File: config.mk
export PLATFORM = sky130hd
export DESIGN_NAME = sync_fifo_param
export DESIGN_NICKNAME = d
export VERILOG_FILES = /design/src/rtl/sync_fifo_param.sv
export SDC_FILE = /design/constraint.sdc
export NUM_CORES = 1
export LEC_CHECK = 0
export BUFFER_PORTS_ARGS = -buffer_cell sky130_fd_sc_hd__buf_2
export CORE_MARGIN = 5
export CORE_UTILIZATION = 45
export CTS_CLUSTER_DIAMETER = 120
export CTS_CLUSTER_SIZE = 40
export DETAILED_ROUTE_END_ITERATION = 8
export GPL_TIMING_DRIVEN = 0
export PLACE_DENSITY_LB_ADDON = 0.3
export SYNTH_ARGS = -nofsm -noshare
export SYNTH_HDL_FRONTEND = slang
export SYNTH_SLANG_ARGS = --single-unit
export TNS_END_PERCENT = 50
File: constraint.sdc
create_clock -name clk -period 2.9 [get_ports clk]
set_clock_uncertainty 0.1 [all_clocks]
set_input_delay 0.87 -clock clk [delete_from_list [all_inputs] [get_ports clk]]
set_output_delay 0.87 -clock clk [all_outputs]
set_load 0.01 [all_outputs]
File: src/rtl/sync_fifo_param.sv
// sync_fifo_param: parametrised single-clock FIFO with programmable almost-full/almost-empty
// thresholds, a fill-level output, a read-valid strobe and sticky error flags.
//
// Optional feature macro: FIFO_FWFT_EN
//   undefined - registered read, data_out valid one cycle after an accepted rd (rd_valid = 1)
//   defined   - first-word-fall-through, data_out shows the head word while not empty
//
// Ports:
//   clk, rst_n         rising-edge clock, asynchronous active-low reset
//   wr, data_in        write request and data
//   rd                 read request
//   data_out, rd_valid read data and its valid strobe
//   afull_th           almost-full threshold  (fifo_afull  = level >= afull_th)
//   aempty_th          almost-empty threshold (fifo_aempty = level <= aempty_th)
//   level              number of stored entries, 0..DEPTH
//   fifo_full/empty    level == DEPTH / level == 0
//   fifo_afull/aempty  threshold flags, combinational from level and thresholds
//   fifo_overflow      one-cycle pulse after a refused write
//   fifo_underflow     one-cycle pulse after a refused read
//   err_sticky         {overflow_seen, underflow_seen}, cleared by clr_err (set wins)
//   clr_err            synchronous clear of err_sticky
module sync_fifo_param #(
    parameter int unsigned  DATA_W = 8,
    parameter int unsigned  DEPTH  = 16,
    localparam int unsigned AW     = $clog2(DEPTH)
) (
    input  logic              clk,
    input  logic              rst_n,
    input  logic              wr,
    input  logic [DATA_W-1:0] data_in,
    input  logic              rd,
    output logic [DATA_W-1:0] data_out,
    output logic              rd_valid,
    input  logic [AW:0]       afull_th,
    input  logic [AW:0]       aempty_th,
    output logic [AW:0]       level,
    output logic              fifo_full,
    output logic              fifo_empty,
    output logic              fifo_afull,
    output logic              fifo_aempty,
    output logic              fifo_overflow,
    output logic              fifo_underflow,
    output logic [1:0]        err_sticky,
    input  logic              clr_err
);

    if (DEPTH < 4 || (DEPTH & (DEPTH - 1)) != 0) begin : g_bad_depth
        $error("sync_fifo_param: DEPTH must be a power of 2 and at least 4");
    end

    localparam logic [AW:0]   FullLvl = (AW + 1)'(DEPTH);
    localparam logic [AW:0]   LvlOne  = (AW + 1)'(1);
    localparam logic [AW-1:0] PtrOne  = AW'(1);

    logic [DATA_W-1:0] mem [DEPTH];

    logic [AW-1:0] wptr_q, wptr_d;
    logic [AW-1:0] rptr_q, rptr_d;
    logic [AW:0]   level_q, level_d;
    logic          ovf_q, ovf_d;
    logic          udf_q, udf_d;
    logic [1:0]    err_q, err_d;
    logic          rd_ok, wr_ok;

    assign level          = level_q;
    assign fifo_full      = (level_q == FullLvl);
    assign fifo_empty     = (level_q == '0);
    assign fifo_afull     = (level_q >= afull_th);
    assign fifo_aempty    = (level_q <= aempty_th);
    assign fifo_overflow  = ovf_q;
    assign fifo_underflow = udf_q;
    assign err_sticky     = err_q;

    // A read on a full FIFO frees a slot, so the write on the same edge is taken.
    assign rd_ok = rd & ~fifo_empty;
    assign wr_ok = wr & (~fifo_full | rd_ok);

    always_comb begin
        wptr_d  = wptr_q;
        rptr_d  = rptr_q;
        level_d = level_q;
        if (wr_ok) wptr_d = wptr_q + PtrOne;
        if (rd_ok) rptr_d = rptr_q + PtrOne;
        if (wr_ok && !rd_ok) begin
            level_d = level_q + LvlOne;
        end else if (rd_ok && !wr_ok) begin
            level_d = level_q - LvlOne;
        end
        ovf_d = wr & ~wr_ok;
        udf_d = rd & ~rd_ok;
        // Clear first, then OR in new events so a same-edge set wins.
        err_d = clr_err ? 2'b00 : err_q;
        err_d = err_d | {ovf_d, udf_d};
    end

    always_ff @(posedge clk or negedge rst_n) begin
        if (!rst_n) begin
            wptr_q  <= '0;
            rptr_q  <= '0;
            level_q <= '0;
            ovf_q   <= 1'b0;
            udf_q   <= 1'b0;
            err_q   <= 2'b00;
        end else begin
            wptr_q  <= wptr_d;
            rptr_q  <= rptr_d;
            level_q <= level_d;
            ovf_q   <= ovf_d;
            udf_q   <= udf_d;
            err_q   <= err_d;
        end
    end

    // Storage is deliberately left unreset.
    always_ff @(posedge clk) begin
        if (wr_ok) mem[wptr_q] <= data_in;
    end

`ifdef FIFO_FWFT_EN
    assign data_out = fifo_empty ? '0 : mem[rptr_q];
    assign rd_valid = ~fifo_empty;
`else
    logic [DATA_W-1:0] data_out_q;
    logic              rd_valid_q;

    always_ff @(posedge clk or negedge rst_n) begin
        if (!rst_n) begin
            data_out_q <= '0;
            rd_valid_q <= 1'b0;
        end else begin
            rd_valid_q <= rd_ok;
            if (rd_ok) data_out_q <= mem[rptr_q];
        end
    end

    assign data_out = data_out_q;
    assign rd_valid = rd_valid_q;
`endif

endmodule

# == Word level (Yosys, flattened, before mapping) ==
# Memory sizes are Yosys's and may differ from the RTL's. A register that Yosys moved wholly into a read port is not among the register bits.
# Index checks and enable logic that the tools add are counted.
# word_totals
regBits,18
latch_bits,0
ram_bits,128
rom_bits,0
in_bits,23
mem_count,1
# op_classes
add_sub_neg,4
n_mul,0
n_div,0
magnitude_cmp,2
eq_ne,1
shifts,0
n_mux,5
bitwise_logic,10
reduce_logical,7
# memory_table
name,words,word_bits,rd,rd_ports_with_merged_regs,write_ports,line_no,rtl
mem,16,8,1,1,1,55,logic [DATA_W-1:0] mem [DEPTH];
# ops
cell,count
$mux W5,2
$add A4 B1 Y4 const B,2
$add A5 B1 Y5 const B,1
$eq A5 B5 Y1 const B,1
$ge A5 B5 Y1,1
$le A5 B5 Y1,1
$logic_not A5 Y1,1
$sub A5 B1 Y5 const B,1
$and A1 B1 Y1,4
$not A1 Y1,4
$logic_not A1 Y1,3
$logic_and A1 B1 Y1,2
$mux W1,2
$mux W2,1
$or A2 B2 Y2,1
$reduce_bool A2 Y1,1
$or A1 B1 Y1,1

# == Depth between registers and ports, before layout ==
# Gate-level depths: netlist of run 1.
# depth
ltp_word,9
ltp_mapped,12

# == Worst setup path before layout of run 1 ==
# OpenSTA, ideal clock, no wires.
# synth_timing
path_kind,input to output
from,input port aempty_th[1]
to,output port fifo_aempty
arrival_ns,1.978
slack_ns,-0.048
stages,7
path_buffers,0
cell_sequence,inv_1 > ha_1 > nor2b_1 > o21a_1 > o21a_1 > o21a_1 > o22ai_1
# synth_between
elab_chain_len,1
# synth_rtl
item,line_no,rtl
from (decl),35,"input logic [AW:0] aempty_th,"
$le A5 B5 Y1,69,assign fifo_aempty = (level_q <= aempty_th);
to (decl),40,"output logic fifo_aempty,"
# No other way between the ends.

# == Final worst setup path of run 1 ==
# Same ends and word-level chain as after synthesis.

==> impl_results.md, run 1 <==
* Outcome: complete, but fails checks
* Failing checks: setup timing
* Clk buf depth at 2
* Antenna diode count at 0
* Relative slew slack at 31.2%
* Largest net degree at the start of global routing at 27
* CP required at 1930 ps
* Tmin final at 3020 ps
* Pwr Density at 953 nW/um^2
* Warnings, synthesis at 0
* DR pass1 iterations at 4
* Worst-skew pair later-pin latency at 410 ps
* EDFF count, synth at 128
* Setup CP Type: primary input to output pin
* Data arrival time of the critical path at 2050 ps
* Max VDD drop at 0.650 mV
* Final Util at 54.3%
* Yosys reg bits at 154
* Layout area overhead at 17.3%
* Final setup margin at -124 ps
* Hold WS at 359 ps
* Buffers on Ports at 44
* Post-synthesis net count at 390
* Worst-Margin Slew at 1030 ps
* Die X-Extent at 130 um
* Total power at 7240 uW
* Post-synthesis instance total at 347
* Total CTS buffers at 17
* Layout cells sized above 1 at 24.4%
* WL/cell at 20.1 um
* Final Hold Viols at 0
* First-pass GRT wire length at 19.0 mm
* Max FO, Critical Path at 2
* RSZ-0062 raised after global routing: yes
* GRT Overall Usage at 15.5%
* DRT iter0 DRCs at 198
* Setup violators final at 1
* Gr ovfl total at 0
* Post-synth ARST share at 16.9%
* DRT antenna net count at 0
* Avg Cell Area, Syn at 18.7 sq um
* Number of global-route vias before repair at 3,416
* Max frequency at 0.331 GHz
* Die footprint at 16,900 sq um
* Final Wtd Congestion at 0.745
* Starting Density at 46.3%
* Post-DP HPWL at 8.36 mm
* Leak pwr at 0.00289 uW
* # H-tree levels at 4
* Final nets at 462
* Total Wirelength at 12.3 mm
* Fin crit share at 104%
* Final-layout fill cell count at 1,117
* Max Cap Violations at 0
* CTS clk-pin slew, worst paths at 60 ps
* Mapped cell area at 6480 sq um
* Type of origin of the critical path: primary input
* Io pins at 45
* Crit end category: output pin
* # clock sinks at 154
* CTS Root Cell: clkbuf_16
* Rows at 43
* Seq/Total Area, Yosys at 69.4%
* Antenna violations before repair at 0
* Post-synth top flop: edfxtp_1
* Via count at 3,292
* Die height at 130 um
* Drt via density at 5.40
* Core Box Area at 14,000 sq um
* CTS tree: yes
* DRC at 0
* HP Class: primary input to async pin
* Cts hold-fix bufs at 0
* Slew Viols, Final at 0
* Synth cell types at 37
## path summary, 6_finish.rpt
check                              start            end  slack [ps]  cells after the start
setup / recovery            aempty_th[1]    fifo_aempty        -120                      9
hold / removal                     rst_n       rd_valid         360                      1
setup reg to reg                level[3]       level[4]         180                     12
hold reg to reg            err_sticky[1]  err_sticky[1]         370                      1
max in group asynchronous          rst_n       level[0]        1910                      1
min in group clk           err_sticky[1]  err_sticky[1]         370                      1
## metal layers
layer	wire [um]	track usage [%]	vias up
met1	5330	20.5	1670
met2	6220	25.9	96
li1	-	-	1520
met3	681	4.22	6
met5	0	0	-
met4	57	3.85	0
## logic make-up (layout without fill, tap and decap cells)
logic type | Yosys count | after routing | synth area share (%)
flops | 154 | 154 | 69.4
simple gates | 58 | 58 | 4.25
buf+inv | 31 | 114 | 2.74
xor+xnor | 10 | 10 | 1.35
compound gates | 25 | 25 | 2.72
mux | 49 | 49 | 15.6
fa+ha+maj | 20 | 20 | 3.98
## registers in the layout, indices dropped and copies added, names as in the netlist, 2 cells and up
register	count
rptr_q	4
data_out	8
wptr_q	4
level	5
err_sticky	2
mem	128
## final cells by class
type | count | area [sq um] | area share (%)
Tap cell | 180 | 225 | 2.96
Clock buffer | 19 | 433 | 5.70
Clock inverter | 11 | 106 | 1.40
Inverter | 15 | 58.8 | 0.774
Multi-Input combinational cell | 162 | 1850 | 24.4
Sequential cell | 154 | 4500 | 59.2
Buffer | 15 | 119 | 1.56
Timing Repair Buffer | 54 | 302 | 3.97
## worst max-delay path, stage by stage
cell	delay (ps)
buf_6	100
inv_4	40
ha_4	180
nor2b_4	110
o21a_1	160
o21a_1	160
o21a_1	170
o22ai_2	110
buf_2	150
## Yosys cell counts, types with 5 or more instances
cell	instances	area [sq um]
nor2_1	15	56.3
nand2_1	24	90.1
mux4_1	31	815
inv_1	14	52.6
dfrtp_1	26	651
mux2i_1	16	160
edfxtp_1	128	3840
buf_2	5	25.0
xnor2_1	8	70.1
o221ai_1	8	70.1
ha_1	19	238
## cells in the final DEF (no fill, tap or decap), types with 4 or more instances in the layout
master / count
clkbuf_1: 5
nor2_1: 15
mux4_1: 31
dfrtp_1: 22
buf_2: 46
dfrtp_2: 4
ha_1: 17
inv_1: 12
clkinv_1: 6
mux2i_1: 16
clkbuf_16: 17
edfxtp_1: 128
o221ai_1: 8
nand2_1: 23
nand2b_1: 4
buf_4: 12
o21a_1: 4
xnor2_1: 8
a21o_1: 4
## timing repair
action	CTS	global route
pin swaps	5	5
setup buffers	0	7
gates resized for setup	8	8
setup endpoints to repair	3	4
## where the power goes
group | internal (uW) | total, uW | leakage, uW | switching, uW
sequential | 2750 | 2940 | 0.00147 | 185
combinational | 1080 | 2250 | 0.00116 | 1170
clock | 1240 | 2050 | 0.000254 | 814
total | 5070 | 7240 | 0.00289 | 2170
## metrics by stage
stage                     setup slack [ps]  cells  instance area (sq um)  TNS, ps
after global placement                -224    571                   6930    -6750
after global routing                  -179    610                   7600     -248
after detailed placement              -227    574                   6960     -466
final                                 -124    610                   7600     -124
after CTS                             -160    603                   7520     -168
after floorplan                       4.70    347                   6480        0
Note: power is estimated with default switching activity, not from simulation.
==> inputs of run 2 (changes only) <==
- CORE_UTILIZATION: 45 -> 50
==> run 2 against run 1 <==
Die area shrank 9.2%; critical path type unchanged; total power grew 0.37%; largest cell class unchanged; sequential power is essentially flat; the run still ends with setup timing left; utilization grew 5.3 points; clock power grew 4%; setup slack gained 11 ps; register-to-register slack lost 70 ps.
==> impl_results.md, run 2 (same netlist as run 1, synthesis figures left out) <==
* Crit Reg-Reg Startpoint: level[1]
* DRC at 0 (unchanged)
* Layout area overhead at 16.7%
* CTS Root Cell: clkbuf_16
* Post-DP Area at 6940 sq um (-0.25%)
* Fin crit share at 104% (-0.39 points)
* Clock power share at 29.3% (+0.9 points)
* P_sw at 2220 uW (+2.3%)
* CTS tree: yes
* Seq. cell area at 4500 sq um (about the same)
* Hold WS at 366 ps (+7.46 ps)
* Tmin final at 3010 ps (-11.2 ps)
* WL/cell at 20.1 um (about the same)
* Final setup margin at -113 ps (+11.2 ps)
* Gr ovfl total at 0 (unchanged)
* Max FO, Critical Path at 2 (unchanged)
* Cts hold-fix bufs at 0 (unchanged)
* Slew Viols, Final at 0 (unchanged)
* Antenna violations before repair at 0 (unchanged)
* Worst-skew pair later-pin latency at 420 ps (about the same)
* Antenna diode count at 0 (unchanged)
* Most flop-heavy register: mem
* Max frequency at 0.332 GHz (+0.37%)
* Commonest non-fill, non-tap cell in the layout: edfxtp_1
* CTS clk-pin slew, worst paths at 60 ps (about the same)
* Rows at 41 (-4.7%)
* Pwr Density at 961 nW/um^2 (+0.89%)
* Buffers on Ports at 44 (unchanged)
* HP Class: primary input to async pin
* Core Box Area at 12,700 sq um (-9.4%)
* Crit end category: output pin
* Max VDD drop at 0.644 mV (-1.0%)
* Final-layout fill cell count at 920 (-18%)
* RSZ-0062 raised after global routing: yes
* Setup violators final at 1 (unchanged)
* Max Cap Violations at 0 (unchanged)
* Die height at 124 um (-4.7%)
* Failing checks: setup timing
* Post-DP HPWL at 7.86 mm (-6.1%)
* Total CTS buffers at 17 (unchanged)
* Layout cells sized above 1 at 24.7% (+0.29 points)
* Worst-Margin Slew at 939 ps (-88.1 ps)
* Drt via density at 5.51 (+2.1%)
* # H-tree levels at 4 (unchanged)
* Sw Ratio at 30.5% (+0.56 points)
* Data arrival time of the critical path at 2040 ps (about the same)
* Area of the multi-input gates at 1850 sq um (-0.27%)
* Setup TNS at -113 ps (+11.2 ps)
* Die footprint at 15,300 sq um (-9.2%)
* Outcome: complete, but fails checks
* First-pass GRT wire length at 18.0 mm (-5.2%)
* Final Hold Viols at 0 (unchanged)
* Starting Density at 51.1% (+4.8 points)
* Setup CP Type: primary input to output pin
* Clk buf depth at 2 (unchanged)
* Io pins at 45 (unchanged)
* Die X-Extent at 124 um (-4.7%)
* CP required at 1930 ps (about the same)
* Final nets at 456 (-1.3%)
* Final Util at 59.7% (+5.3 points)
* GRT Overall Usage at 16.8% (+1.2 points)
* Type of origin of the critical path: primary input
* Critical path launch point: aempty_th[1]
* Via count at 3,291 (-0.030%)
* DR pass1 iterations at 5 (+1)
* Combinational Power Share at 30.2% (-0.9 points)
* Cell internal pwr at 5050 uW (-0.44%)
* Total Wirelength at 12.0 mm (-2.2%)
* Final Wtd Congestion at 0.767 (+3.0%)
* DRT antenna net count at 0 (unchanged)
* Most frequent cells in the layout: edfxtp_1, buf_2, mux4_1
* Cell area after layout at 7560 sq um (-0.51%)
* Setup WS pre-CTS at -243 ps (-15.8 ps)
* DRT iter0 DRCs at 320 (+62%)
* Max reg flops at 128 (unchanged)
* # clock sinks at 154 (unchanged)
* Sequential fraction of design power at 40.5% (about the same)
* Relative slew slack at 37.1% (+5.9 points)
* Largest net degree at the start of global routing at 27 (unchanged)
* Leak pwr at 0.00288 uW (-0.40%)
* Number of global-route vias before repair at 3,236 (-5.3%)
-- run 2: cell types whose count changed in the layout (fill, tap and decap cells not counted), sizes merged --
cell	previous run	this run
clkinv	7	5
clkbuf	23	20
clkinvlp	2	3
buf	65	60
inv	15	19
-- run 2: repair_timing --
action,CTS,global route
cloned,0,0
gates resized for setup,8,4
pin swaps,2,0
setup endpoints to repair,3,3
setup buffers,0,2
-- run 2: critical path: stages --
cell and delay, ps:
buf_6 90, inv_4 40, ha_4 180, nor2b_1 120, o21a_1 160, o21a_1 160, o21a_1 170, o22ai_2 90
buf_2 150
-- run 2: worst paths after layout --
path	cells past startpoint	slack [ps]	to
worst max-delay path	9	-110	fifo_aempty
worst min-delay path	1	370	fifo_underflow
worst max register to register	12	110	level[4]
worst min register to register	1	380	err_sticky[1]
max in group asynchronous	1	1900	level[1]
min in group clk	1	380	err_sticky[1]
-- run 2: final cells by class --
class                   instances  share of cell area, %
plain buffers                  15                   1.54
clock buffers                  17                   5.63
clock inverters                14                   1.92
inverters                      15                  0.778
multi-input cells             162                   24.5
flip-flops and latches        154                   59.5
well taps                     172                   2.85
repair buffers                 48                   3.33
-- run 2: layer usage --
layer / global-route usage [%] / vias up / share of wire (%)
li1: - / 1515 / -
met1: 21.9 / 1633 / 42
met5: 0 / - / 0
met4: 5.74 / 0 / 1.5
met3: 4.77 / 18 / 7.4
met2: 27.2 / 125 / 49
-- run 2: through the flow --
stage          instances  total power (uW)
6_report             597              7270
5_1_grt              597              7630
4_1_cts              595              7300
3_5_place_dp         565              5130
3_3_place_gp         563              5050
2_1_floorplan        347              4470
-- run 2: power by group through the flow --
| stage | Combinational (uW) | Clock, uW | Sequential (uW) |
|---|---|---|---|
| floorplan | 1510 | 0 | 2970 |
| global placement | 2090 | 0 | 2960 |
| detailed placement | 2160 | 0 | 2980 |
| CTS | 2190 | 2170 | 2950 |
| global route | 2390 | 2260 | 2980 |
| finish | 2190 | 2130 | 2940 |
